[config.mk]
export PLATFORM = sky130hd
export DESIGN_NAME = rate_tick_gen
export DESIGN_NICKNAME = d
export VERILOG_FILES = /design/src/rtl/clk_div_pkg.sv /design/src/rtl/rate_sel_enc.sv /design/src/rtl/rate_tick_gen.sv
export SDC_FILE = /design/constraint.sdc
export NUM_CORES = 1
export LEC_CHECK = 0
export BUFFER_PORTS_ARGS = -buffer_cell sky130_fd_sc_hd__buf_2
export CORE_MARGIN = 2
export CORE_UTILIZATION = 49
export CTS_BUF_LIST = sky130_fd_sc_hd__clkbuf_16
export DETAILED_ROUTE_END_ITERATION = 16
export MAX_ROUTING_LAYER = met4
export PLACE_DENSITY = 0.73
export SYNTH_ARGS = -nofsm -noshare
export SYNTH_HDL_FRONTEND = slang
export SYNTH_HIERARCHICAL = 1
export SYNTH_SLANG_ARGS = --single-unit
[constraint.sdc]
create_clock -name clk -period 5.3 [get_ports clk]
set_input_delay 1.325 -clock clk [delete_from_list [all_inputs] [get_ports clk]]
set_output_delay 1.325 -clock clk [all_outputs]
set_load 0.05 [all_outputs]
[src/rtl/clk_div_pkg.sv]
// Shared types and elaboration-time helpers for decade-spaced rate dividers.
// Latency: none; only constant functions, types and a configuration-check macro.
// Backpressure: none; nothing in here carries traffic.
//
// Contents:
//   rate_idx_t          container type for a rate index (wide enough for any sane NUM_RATES)
//   tick_state_e        IDLE / RUN state of a tick generator
//   pow_int()           integer power, evaluated at elaboration
//   half_period()       clk_hz / (2 * base_hz * step^k)
//   hp_exact()          true when that division is exact and the result is >= 1
//   all_rates_exact()   hp_exact() over every rate index
//   CLK_DIV_ELAB_CHECK  generate-time guard that stops elaboration on a bad configuration

`define CLK_DIV_ELAB_CHECK(cond, msg) \
  if (!(cond)) begin : g_clk_div_elab_fail \
    $error(msg); \
  end

package clk_div_pkg;

  localparam int unsigned RATE_IDX_MAX_W = 8;

  typedef logic [RATE_IDX_MAX_W-1:0] rate_idx_t;

  typedef enum logic {
    ST_IDLE = 1'b0,
    ST_RUN  = 1'b1
  } tick_state_e;

  function automatic longint unsigned pow_int(input int unsigned base, input rate_idx_t exp);
    longint unsigned r;
    int unsigned     n;
    r = 64'd1;
    n = 32'(exp);
    for (int unsigned i = 0; i < n; i++) begin
      r = r * 64'(base);
    end
    return r;
  endfunction

  // Denominator of the half-period division; 0 flags an unusable configuration.
  function automatic longint unsigned hp_den(input int unsigned base_hz, input int unsigned step,
                                             input rate_idx_t k);
    return 64'd2 * 64'(base_hz) * pow_int(step, k);
  endfunction

  function automatic int unsigned half_period(input int unsigned clk_hz, input int unsigned base_hz,
                                              input int unsigned step, input rate_idx_t k);
    longint unsigned den;
    den = hp_den(base_hz, step, k);
    if (den == 64'd0) begin
      return 32'd0;
    end
    return 32'(64'(clk_hz) / den);
  endfunction

  function automatic bit hp_exact(input int unsigned clk_hz, input int unsigned base_hz,
                                  input int unsigned step, input rate_idx_t k);
    longint unsigned den;
    den = hp_den(base_hz, step, k);
    if (den == 64'd0) begin
      return 1'b0;
    end
    return ((64'(clk_hz) % den) == 64'd0) && ((64'(clk_hz) / den) >= 64'd1);
  endfunction

  function automatic bit all_rates_exact(input int unsigned clk_hz, input int unsigned base_hz,
                                         input int unsigned step, input int unsigned num_rates);
    for (int unsigned k = 0; k < num_rates; k++) begin
      if (!hp_exact(clk_hz, base_hz, step, rate_idx_t'(k))) begin
        return 1'b0;
      end
    end
    return 1'b1;
  endfunction

endpackage

[src/rtl/rate_sel_enc.sv]
// Rate request decoder: optional input synchroniser, priority encode, registered index.
// Latency: 1 cycle rate_req->req_idx; with RATE_TICK_SYNC_EN, 3 cycles (and en delayed 2).
// Backpressure: none; the index simply follows the switches, the consumer picks its moment.
//
// Ports:
//   clk_i, rst_n_i   clock, asynchronous active-low reset
//   en_i             run enable from the board
//   rate_req_i       speed-up switches; bit k-1 requests rate k, highest set bit wins
//   en_o             enable as seen by the consumer (synchronised when the macro is defined)
//   req_idx_o        registered requested rate index (0 when no switch is set)
//
// Build option: RATE_TICK_SYNC_EN adds a 2-flop synchroniser on en_i and rate_req_i.

module rate_sel_enc
  import clk_div_pkg::*;
#(
  parameter int unsigned NUM_RATES = 4
) (
  input  logic                         clk_i,
  input  logic                         rst_n_i,
  input  logic                         en_i,
  input  logic [NUM_RATES-2:0]         rate_req_i,
  output logic                         en_o,
  output logic [$clog2(NUM_RATES)-1:0] req_idx_o
);

  localparam int unsigned IDX_W = $clog2(NUM_RATES);

  logic [NUM_RATES-2:0] req_in;
  logic [IDX_W-1:0]     req_idx_d;
  logic [IDX_W-1:0]     req_idx_q;

`ifdef RATE_TICK_SYNC_EN
  // Switches and enable come straight off the board; two flops settle metastability.
  logic [NUM_RATES-2:0] req_meta_q;
  logic [NUM_RATES-2:0] req_sync_q;
  logic                 en_meta_q;
  logic                 en_sync_q;

  always_ff @(posedge clk_i or negedge rst_n_i) begin
    if (!rst_n_i) begin
      req_meta_q <= '0;
      req_sync_q <= '0;
      en_meta_q  <= 1'b0;
      en_sync_q  <= 1'b0;
    end else begin
      req_meta_q <= rate_req_i;
      req_sync_q <= req_meta_q;
      en_meta_q  <= en_i;
      en_sync_q  <= en_meta_q;
    end
  end

  assign req_in = req_sync_q;
  assign en_o   = en_sync_q;
`else
  // Inputs are already debounced and synchronous to clk_i.
  assign req_in = rate_req_i;
  assign en_o   = en_i;
`endif

  // Ascending scan so the highest set switch overwrites lower ones.
  always_comb begin
    req_idx_d = '0;
    for (int unsigned k = 1; k < NUM_RATES; k++) begin
      if (req_in[k-1]) begin
        req_idx_d = IDX_W'(k);
      end
    end
  end

  always_ff @(posedge clk_i or negedge rst_n_i) begin
    if (!rst_n_i) begin
      req_idx_q <= '0;
    end else begin
      req_idx_q <= req_idx_d;
    end
  end

  assign req_idx_o = req_idx_q;

endmodule

[src/rtl/rate_tick_gen.sv]
// Decade-spaced rate generator: 50% square wave plus one-cycle tick enable at the active rate.
// Latency: first tick HP[rate] cycles after en is sampled high; rate switches only at a falling edge.
// Backpressure: none; tick is a free-running enable, rate requests wait for the next period boundary.
//
// Ports:
//   clk       system clock, all logic on its rising edge
//   rst_n     asynchronous active-low reset
//   en        run enable; low holds clk_hz and tick low and the counter at 0
//   rate_req  speed-up switches; bit k-1 requests rate k, highest set bit wins, none -> rate 0
//   clk_hz    registered 50% square wave at the active rate
//   tick      one-cycle pulse in the first cycle clk_hz is high
//   rate_cur  index of the active rate
//   rate_chg  one-cycle pulse in the cycle rate_cur takes a new value
//
// Build option: RATE_TICK_SYNC_EN synchronises en and rate_req inside rate_sel_enc.

module rate_tick_gen
  import clk_div_pkg::*;
#(
  parameter int unsigned CLK_HZ    = 100_000_000,
  parameter int unsigned BASE_HZ   = 1,
  parameter int unsigned RATE_STEP = 10,
  parameter int unsigned NUM_RATES = 4
) (
  input  logic                         clk,
  input  logic                         rst_n,
  input  logic                         en,
  input  logic [NUM_RATES-2:0]         rate_req,
  output logic                         clk_hz,
  output logic                         tick,
  output logic [$clog2(NUM_RATES)-1:0] rate_cur,
  output logic                         rate_chg
);

  localparam int unsigned IDX_W = $clog2(NUM_RATES);
  localparam int unsigned HP0   = half_period(CLK_HZ, BASE_HZ, RATE_STEP, rate_idx_t'(0));
  // Rate 0 is the slowest, so its half-period sizes the shared counter.
  localparam int unsigned CNT_W = (HP0 > 1) ? $clog2(HP0) : 1;

  localparam bit CFG_OK = (NUM_RATES >= 2) &&
                          (NUM_RATES <= (1 << RATE_IDX_MAX_W)) &&
                          all_rates_exact(CLK_HZ, BASE_HZ, RATE_STEP, NUM_RATES);

  `CLK_DIV_ELAB_CHECK(CFG_OK, "rate_tick_gen: every half-period must be an exact integer >= 1")

  // Terminal count (HP-1) for each rate, folded to constants.
  logic [CNT_W-1:0] hp_last [NUM_RATES];

  for (genvar k = 0; k < NUM_RATES; k++) begin : g_hp
    localparam int unsigned HP_K = half_period(CLK_HZ, BASE_HZ, RATE_STEP, rate_idx_t'(k));
    assign hp_last[k] = CNT_W'(HP_K - 32'd1);
  end

  // Request decode
  logic             en_s;
  logic [IDX_W-1:0] req_idx;

  rate_sel_enc #(
    .NUM_RATES (NUM_RATES)
  ) u_rate_sel_enc (
    .clk_i      (clk),
    .rst_n_i    (rst_n),
    .en_i       (en),
    .rate_req_i (rate_req),
    .en_o       (en_s),
    .req_idx_o  (req_idx)
  );

  tick_state_e      state_q;
  tick_state_e      state_d;
  logic [CNT_W-1:0] cnt_q;
  logic [CNT_W-1:0] cnt_d;
  logic             clk_hz_q;
  logic             clk_hz_d;
  logic             tick_q;
  logic             tick_d;
  logic [IDX_W-1:0] rate_cur_q;
  logic [IDX_W-1:0] rate_cur_d;
  logic             rate_chg_q;
  logic             rate_chg_d;

  logic             chg_pend;
  logic             at_last;

  assign chg_pend = (req_idx != rate_cur_q);
  assign at_last  = (cnt_q == hp_last[rate_cur_q]);

  // State register
  always_ff @(posedge clk or negedge rst_n) begin
    if (!rst_n) begin
      state_q <= ST_IDLE;
    end else begin
      state_q <= state_d;
    end
  end

  // Next-state logic: the state is just the enable delayed by one cycle, which is what
  // gives the counter its clean zero start on the cycle after en rises.
  always_comb begin
    state_d = state_q;
    case (state_q)
      ST_IDLE: if (en_s)  state_d = ST_RUN;
      ST_RUN:  if (!en_s) state_d = ST_IDLE;
      default: state_d = ST_IDLE;
    endcase
  end

  // Output / datapath next-state logic
  always_comb begin
    cnt_d      = cnt_q;
    clk_hz_d   = clk_hz_q;
    tick_d     = 1'b0;
    rate_cur_d = rate_cur_q;
    rate_chg_d = 1'b0;

    case (state_q)
      ST_IDLE: begin
        // Nothing is being generated, so a new rate can be taken without a runt.
        cnt_d    = '0;
        clk_hz_d = 1'b0;
        if (chg_pend) begin
          rate_cur_d = req_idx;
          rate_chg_d = 1'b1;
        end
      end

      ST_RUN: begin
        if (!en_s) begin
          // Enable dropped mid-period: stop immediately, no tick.
          cnt_d    = '0;
          clk_hz_d = 1'b0;
        end else if (at_last) begin
          cnt_d    = '0;
          clk_hz_d = ~clk_hz_q;
          if (!clk_hz_q) begin
            tick_d = 1'b1;
          end else if (chg_pend) begin
            // Falling edge is the only point a running output may change rate; the
            // counter restart above makes the new low phase full length.
            rate_cur_d = req_idx;
            rate_chg_d = 1'b1;
          end
        end else begin
          cnt_d = cnt_q + 1'b1;
        end
      end

      default: begin
        cnt_d    = '0;
        clk_hz_d = 1'b0;
      end
    endcase
  end

  // Datapath registers
  always_ff @(posedge clk or negedge rst_n) begin
    if (!rst_n) begin
      cnt_q      <= '0;
      clk_hz_q   <= 1'b0;
      tick_q     <= 1'b0;
      rate_cur_q <= '0;
      rate_chg_q <= 1'b0;
    end else begin
      cnt_q      <= cnt_d;
      clk_hz_q   <= clk_hz_d;
      tick_q     <= tick_d;
      rate_cur_q <= rate_cur_d;
      rate_chg_q <= rate_chg_d;
    end
  end

  assign clk_hz   = clk_hz_q;
  assign tick     = tick_q;
  assign rate_cur = rate_cur_q;
  assign rate_chg = rate_chg_q;

endmodule
==> reports/qor.yml <==
logic_synthesis:
  synth.most_common_cell: "dfrtp_1"
  mappedNetlistArea_um2: 1840
  ys_seq_area_share_pct: 46.1
  synth_top_area_share_pct: 46.1
  synth_fp_nets: 200
  synth_cell_type_count: 33
  postSynthAreaPerCell_um2: 9.76
  synth_area_leaders: "dfrtp_1 (46%), xor2_1 (11%), nor2_1 (6.7%)"
  yosysWarnings: 6
  synth_cells: 189
  synth_seq_cells: 34
  synth_common_cells: "dfrtp_1 (34), nor2_1 (33), xor2_1 (23)"
  synthArstFlopShare_pct: 100
  ys.flop_type: "dfrtp_1"
  synth_edf_count: 0
  synth_top_cell_by_area: "dfrtp_1"
setup_path:
  slowest_delay_ns: 0.61
  r2r-end: "cnt_q[6]$_DFF_PN0_"
  arrival_ns: 2.94
  worst-r2r-setup-slack_ns: 2.48
  worstReg2RegStart: "rate_cur[1]$_DFFE_PN0P_"
  critPathRequiredTime_ns: 5.43
  end_kind: "flop"
  startpoint: "rate_cur[1]$_DFFE_PN0P_"
  path_class: "reg -> reg"
  r2r_cells: 7
  cp_max_fo: 25
  slowest_stage: "a21o_1"
  start_kind: "flop"
  path_cells: "inv_1 -> ha_1 -> xnor2_1 -> a2111oi_0 -> o2111a_1 -> a21o_1 -> nor2_1"
outcome:
  run_status: "finished clean"
sta:
  hold_slack_ns: 0.488
  hold_viol: 0
  rsz0062_at_grt: "no"
  setup_ws_ns: 2.48
  max_freq_mhz: 355
  maxSlewViolCount: 0
  setup_tns_ns: 0
  period_minus_slack_ns: 2.82
  setup_viol: 0
  worst_pin_slew_ns: 0.978
  skew_ns: 0.00309
  maxSlewHeadroom_pct: 34.2
  fin_crit_sh_pct: 53.1
detailed_routing:
  drc_errors: 0
  met1Wirelength_mm: 1.63
  highest_layer: "met4"
  dr_total_vias: 1334
  met2_length_mm: 1.61
  drtIter0Drc: 87
  totalWireLength_mm: 3.49
  drt-pass1-iter-count: 4
  viasPerCell: 5.36
  wl_per_cell_um: 14.0
  antenna_left: 0
  met3_length_um: 163
place:
  hpwl_mm: 2.56
  place_ws_ns: 2.54
  gp_congestion: 0.930
  placed_cells: 241
  io_buffers: 10
  placed_area_um2: 1920
worst_hold_path:
  worstHoldPathType: "reg -> reg"
  hold_end: "cnt_q[0]$_DFF_PN0_"
  hold_depth: 1
  hp-start: "cnt_q[0]$_DFF_PN0_"
power:
  power_density_nw_per_um2: 284
  vdd_ir_drop_max_mv: 0.198
  leakagePower_uw: 0.000914
clock_tree:
  cts_tree: "built"
  ctsResizeCount: 0
  cts_root_buffer: "clkbuf_16"
  cts_sinks: 34
  h-tree-depth: 2
  cts_hold_buf: 0
  numCtsBuffers: 5
  clk_latency_ns: 0.28
  cts_max_path_buffers: 2
  clk_pin_slew_worst_paths_ns: 0.05
  post-cts-setup-buffers: 0
cells_and_area:
  drive_gt1_share_pct: 9.95
  seq_area_um2: 851
  multi_input_area_um2: 942
  final_cell_area_um2: 2060
  n_fill_cell: 347
  final_nets: 211
  synthToLayoutAreaGrowth_pct: 11.6
  diodes: 0
  fin_cells: 249
grt:
  antenna_found_initial: 0
  grt_pass1_vias: 1288
  grt_max_degree: 35
  gr-total-overflow: 0
  grt_pass1_wl_mm: 6.33
  grt_usage_pct: 20.3
die:
  die_x_um: 65.4
  start_util_pct: 50.8
  die-area_um2: 4270
  rows: 22
  fp.coreArea_um2: 3630
  ios: 11
  die_h_um: 65.4
run:
  cap_viol_max_count: 0
==> through the flow <==
| stage | total power (µW) | utilization [%] |
|---|---|---|
| CTS | 594 | 56.6 |
| finish | 585 | 56.6 |
| global placement | 324 | 52.9 |
| floorplan | 310 | - |
| detailed placement | 325 | 52.9 |
| global route | 607 | 56.6 |
==> cells by family after synthesis <==
family,count (synthesis),synth area share [%]
muxes,3,1.76
buffers and inverters,11,2.78
and+or+nand+nor,92,25.2
adders and majority gates,5,3.39
AOI/OAI and AO/OA,9,4.14
DFF,34,46.1
xor gates and xnor gates,35,16.6
==> worst max-delay path by stage <==
| stage | endpoint | slack [ns] | cells after the start |
|---|---|---|---|
| floorplan | rate_cur[0]$_DFFE_PN0P_ | 2.57 | 7 |
| global placement | cnt_q[2]$_DFF_PN0_ | 2.62 | 7 |
| detailed placement | cnt_q[6]$_DFF_PN0_ | 2.54 | 7 |
| CTS | cnt_q[6]$_DFF_PN0_ | 2.44 | 7 |
| global route | cnt_q[6]$_DFF_PN0_ | 2.19 | 7 |
| finish | cnt_q[6]$_DFF_PN0_ | 2.48 | 7 |
==> placed cells by master, fill, tap and decap left out, types with 2 or more instances in the layout <==
master	instances
xnor2_1	12
dfrtp_1	34
o21ai_0	2
a2111oi_0	2
clkbuf_16	5
a21o_1	2
xor2_1	23
and3_1	6
nor4_1	6
clkinv_1	3
nand3_1	11
nand2_1	14
inv_1	5
nand2b_1	4
nand4b_1	2
nor2_1	33
nand4_1	8
buf_2	10
mux2_1	2
ha_1	5
==> layout make-up <==
cell class                      count  share of cell area (%)
Inverter                            5                   0.912
Sequential cell                    34                    41.3
Clock inverter                      3                   0.547
Clock buffer                        5                    6.08
Tap cell                           48                    2.92
Timing Repair Buffer               10                    2.43
Multi-Input combinational cell    144                    45.8
==> state kept, by name, indices dropped and copies added, names as in the netlist <==
signal / flops
clk_hz: 1
cnt_q: 26
rate_chg: 1
rate_cur: 2
state_q: 1
tick: 1
u_rate_sel_enc/req_idx_o: 2
==> critical path, delay by kind of cell, from the launching register on <==
family          cells  cell delay, ns
compound gates      3            1.43
xor+xnor            1            0.16
fa+ha+maj           1            0.33
buf+inv             1            0.11
flops               1            0.52
simple gates        1            0.13
==> where the power goes <==
group,switching [µW],internal [µW]
logic,32.8,17.5
clock network,95.6,168
registers,5.79,265
==> layer usage <==
layer	vias up	global-route usage, %
met5	-	-
met4	0	7.81
met3	9	5.31
met2	42	29.7
met1	619	27.2
li1	664	-
(Power assumes the default switching activity.)
